--- src/rtl/fetch_unit_pkg.sv ---
// fetch_unit_pkg: shared run-control state type, halt word and jump-target table
package fetch_unit_pkg;
   typedef enum logic [1:0] {IDLE, RUN, DONE} state_t;
   localparam logic [8:0] kHALT = 9'h1FF;
   localparam int kPcW = 10;
   localparam int kLutIdxW = 5;
   localparam logic [kPcW-1:0] kJumpTargets [32] = '{
      10'd12,  10'd300, 10'd64,  10'd7,   10'd512, 10'd1023, 10'd0,   10'd99,
      10'd250, 10'd33,  10'd700, 10'd128, 10'd5,   10'd900,  10'd411, 10'd18,
      10'd256, 10'd777, 10'd1,   10'd640, 10'd222, 10'd45,   10'd1000, 10'd60,
      10'd390, 10'd81,  10'd555, 10'd2,   10'd960, 10'd123,  10'd480, 10'd15
   };
endpackage

--- src/rtl/fetch_unit_jump_lut.sv ---
// jump_lut: combinational jump-target lookup from the shared target table
module jump_lut
   import fetch_unit_pkg::*;
#(
   parameter int PC_W      = kPcW,
   parameter int LUT_IDX_W = kLutIdxW
) (
   input  logic [LUT_IDX_W-1:0] TargetIdx,
   output logic [PC_W-1:0]      Target
);
   assign Target = PC_W'(kJumpTargets[TargetIdx]);
endmodule

--- src/rtl/fetch_unit.sv ---
// fetch_unit: program counter, next-PC select, Start/Done run control and cycle counter
module fetch_unit
   import fetch_unit_pkg::*;
#(
   parameter int PC_W      = kPcW,
   parameter int CNT_W     = 16,
   parameter int LUT_IDX_W = kLutIdxW
) (
   input  logic                 Clk,
   input  logic                 Reset,
   input  logic                 Start,
   input  logic [PC_W-1:0]      StartAddr,
   input  logic                 Jump,
   input  logic                 Taken,
   input  logic [LUT_IDX_W-1:0] TargetIdx,
   input  logic                 Ack,
   output logic [PC_W-1:0]      ProgCtr,
   output logic                 Running,
   output logic                 Done,
   output logic [CNT_W-1:0]     CycleCnt
);
   state_t            state_q, state_d;
   logic [PC_W-1:0]   pc_q, pc_d, target;
   logic [CNT_W-1:0]  cnt_q, cnt_d, cnt_inc;
   logic              start_q, start_d, running_q, running_d, done_q, done_d;

   jump_lut #(.PC_W(PC_W), .LUT_IDX_W(LUT_IDX_W)) u_lut (
      .TargetIdx(TargetIdx),
      .Target   (target)
   );

   assign cnt_inc = &cnt_q ? cnt_q : cnt_q + 1'b1;

   // next state: Start always reloads; in RUN Ack beats a taken jump beats sequential fetch
   always_comb begin
      state_d = state_q;
      pc_d    = pc_q;
      cnt_d   = cnt_q;
      start_d = Start;
      if (Start) begin
         state_d = IDLE;
         pc_d    = StartAddr;
         cnt_d   = '0;
      end else begin
         unique case (state_q)
            IDLE: state_d = start_q ? RUN : IDLE;
            RUN: begin
               cnt_d   = cnt_inc;
               state_d = Ack ? DONE : RUN;
               pc_d    = Ack ? pc_q : (Jump && Taken) ? target : pc_q + 1'b1;
            end
            default: state_d = DONE;
         endcase
      end
      running_d = state_d == RUN;
      done_d    = state_d == DONE;
   end

   // state registers with synchronous reset taking priority over everything
   always_ff @(posedge Clk) begin
      if (Reset) begin
         state_q   <= IDLE;
         pc_q      <= '0;
         cnt_q     <= '0;
         start_q   <= 1'b0;
         running_q <= 1'b0;
         done_q    <= 1'b0;
      end else begin
         state_q   <= state_d;
         pc_q      <= pc_d;
         cnt_q     <= cnt_d;
         start_q   <= start_d;
         running_q <= running_d;
         done_q    <= done_d;
      end
   end

   assign ProgCtr  = pc_q;
   assign CycleCnt = cnt_q;
   assign Running  = running_q;
   assign Done     = done_q;
endmodule

--- config.mk ---
export PLATFORM = sky130hd
export DESIGN_NAME = fetch_unit
export DESIGN_NICKNAME = d
export VERILOG_FILES = /design/src/rtl/fetch_unit_pkg.sv /design/src/rtl/fetch_unit_jump_lut.sv /design/src/rtl/fetch_unit.sv
export SDC_FILE = /design/constraint.sdc
export NUM_CORES = 1
export LEC_CHECK = 0
export ABC_AREA = 1
export CAP_MARGIN = 20
export CORE_UTILIZATION = 35
export DETAILED_ROUTE_END_ITERATION = 10
export GPL_ROUTABILITY_DRIVEN = 0
export PLACE_DENSITY = 0.63
export SETUP_SLACK_MARGIN = 0.5
export SLEW_MARGIN = 20
export SYNTH_ARGS = -nofsm -noshare
export SYNTH_HDL_FRONTEND = slang
export SYNTH_SLANG_ARGS = --single-unit
--- constraint.sdc ---
create_clock -name Clk -period 1.6 [get_ports Clk]
set_input_delay 0.32 -clock Clk [delete_from_list [all_inputs] [get_ports Clk]]
set_output_delay 0.32 -clock Clk [all_outputs]
set_load 0.05 [all_outputs]
==> impl_results.md <==
- Total wire length: 7939 um
- Hold EP: Running$_SDFF_PP0_
- Clock root buffer: clkbuf_8
- FP Rows: 29
- WL per Instance: 13.76 um
- Final critical-path share of the clock period: 0.8596
- Longest Clk Path Bufs: 2
- Final setup fails: 0
- H-tree depth: 2
- Critical Path End Type: register
- Crit Reg-Reg Startpoint: CycleCnt[8]$_SDFFE_PP0P_
- Skew-Pair Late Insertion Delay: 0.28 ns
- Syn Area/Cell: 6.191 sq um
- Worst Hold Launch: start_q$_SDFF_PP0_
- Mapped Nets: 413
- Multi-input logic area: 1907 sq um
- DP Worst Slack: -0.4569 ns
- Status: finished, violations left
- Final slew viol count: 0
- Vias in the first global route: 2837
- CTS buffer count: 5
- Number of synthesized flops with an enable pin: 0
- Failing checks: DRC
- Yosys top cell area share: 0.2617
- Die ar.: 7107 sq um
- Setup TNS: 0 ns
- Synth top cells by count: nand2_1 (110), inv_1 (44), nand3_1 (44), nor2_1 (36), dfxtp_1 (31)
- Die H: 84.31 um
- Starting Density: 0.3671
- Critical R2R Capture: CycleCnt[9]$_SDFFE_PP0P_
- Worst Path Required: 1.81 ns
- Post-DRT Antenna Nets: 0
- Clk pin slew, worst setup/hold paths: 0.07 ns
- Utilization after layout: 0.6685
- CP Class: reg2reg
- Final setup margin: 0.2247 ns
- R2R setup slack: 0.22 ns
- Mapped Area: 2371 sq um
- Tot GR Track Use: 0.2228
- Critical-path maximum fanout: 7
- Clk sink count: 31
- Relative slew slack: 0.8199
- FMAX: 727.1 MHz
- Gate Count Post-Synth: 383
- Crit path DAT: 1.59 ns
- Via density: 5.199
- #FFs+latches synth: 31
- Worst-Margin Slew: 0.2680 ns
- First-pass GRT wire length: 12770 um
- FF-to-FF path depth: 7
- Max Cap Viol: 0
- Layout cell share with drive strength beyond 1: 0.4760
- CP Launch Point: CycleCnt[8]$_SDFFE_PP0P_
- Asr flop ratio synth: 0
- Layout Nets: 529
- Synth top area cells: dfxtp_1 (26%), nand2_1 (17%), nand3_1 (9.3%)
- Die X-Extent: 84.31 um
- Leak: 1.774 nW
- DP HPWL: 5278 um
- Io pins: 49
- Critical Path Start Type: register
- Prevailing post-synth register cell: dfxtp_1
- Antenna violations before repair: 0
- RSZ-0062 raised after global routing: yes
- Fin Clk Skew: 0.003182 ns
- Post-synth top area cell: dfxtp_1
- Count of different cell masters after synthesis: 32
- Crit path time final: 1.375 ns
- Most frequent cell after synthesis: nand2_1
- Syn. warnings: 0
- Port buffer count: 48
- Antenna Cells: 0
- Largest net degree at the start of global routing: 15
- Routed via count: 3000
- Hold buffer count at CTS: 0
- Residual DRC count: 6
- 1st-iter DRT viols: 121
- P&R area growth vs syn: 82.11%
- CTS tree: built
- Min-delay worst type: reg2reg
- PD cells: 483.9 nW/um^2
- Pre-antenna DRT Iters: 8
- GRT overflow: 0
- Sequential share of the synthesized area: 0.2617
- Core area: 6459 sq um
- Peak VDD IR: 363.1 uV
- Final-layout fill cell count: 516
- Worst Hold Depth: 2
- Register area: 716.9 sq um
- Endpoints failing hold: 0
==> metrics by stage <==
step	area, sq um	hold WS, ns	instances	power, mW
2_1_floorplan	2580	0.3794	383	1.100
3_3_place_gp	3395	0.4640	531	1.337
3_5_place_dp	3395	0.4684	531	1.335
4_1_cts	4061	0.4794	563	2.042
5_1_grt	4318	0.5065	577	2.191
6_report	4318	0.4747	577	2.089
==> worst max path at each step <==
stage,endpoint,slack (ns),depth (start not counted)
after floorplan,CycleCnt[10]$_SDFFE_PP0P_,0.16,9
after global routing,CycleCnt[7]$_SDFFE_PP0P_,0.12,8
after global placement,ProgCtr[4]$_SDFFE_PP0P_,-0.45,11
final,CycleCnt[9]$_SDFFE_PP0P_,0.22,7
after detailed placement,ProgCtr[4]$_SDFFE_PP0P_,-0.46,11
after CTS,CycleCnt[14]$_SDFFE_PP0P_,0.22,8
==> final cells by class <==
type,count,share of cell area
Inverter,45,0.04260
Clock buffer,7,0.01768
Clock inverter,1,0.001159
Multi-Input combinational cell,295,0.4416
Timing Repair Buffer,121,0.3086
Sequential cell,31,0.1660
Tap cell,77,0.02231
==> flip-flops by register name, indices dropped and copies added (netlist names) <==
| register | cells |
|---|---|
| Done | 1 |
| state_q | 2 |
| start_q | 1 |
| Running | 1 |
| ProgCtr | 10 |
| CycleCnt | 16 |
==> routing by layer <==
layer	routed length, um	global-route usage
met2	3934	0.3867
met4	200	0.08934
met5	0	0
met1	3293	0.2662
met3	510	0.05015
==> power breakdown <==
group	internal, mW	switching, mW	total [mW]
clock network	0.305	0.293	0.598
registers	0.764	0.0333	0.798
logic	0.330	0.363	0.693
total	1.40	0.690	2.09
==> cell families after synthesis <==
group | after synthesis | synth area share
AOI/OAI and AO/OA | 56 | 0.1383
xor gates and xnor gates | 9 | 0.03325
adders and majority gates | 9 | 0.04749
buffers and inverters | 57 | 0.1034
DFF | 31 | 0.2617
and+or+nand+nor | 221 | 0.4158
==> repair_timing <==
action                     4_1_cts  5_1_grt
setup buffers                   24       14
resized for setup              133       45
pin swaps                       38       45
setup endpoints to repair       56       55
==> layout by cell type, fill, tap and decap left out, types with 10 or more instances in the layout <==
master / n
inv_1: 32
nand2_1: 89
clkdlybuf4s50_1: 12
nand2_2: 22
o21ai_0: 13
nand3_1: 33
buf_8: 24
buf_12: 11
a21oi_1: 11
dfxtp_4: 25
nor2_1: 22
buf_4: 50
nor2_4: 10
a21oi_2: 14
nand3_2: 10
buf_6: 17
==> critical path: stages, from the launching register on <==
cell and delay, ns:
dfxtp_4 0.37, nand2_1 0.14, nor2_2 0.18, nand4_4 0.14, nand2_4 0.13, buf_6 0.15, nand2_2 0.06, a21oi_2 0.13
(Power assumes the default switching activity.)
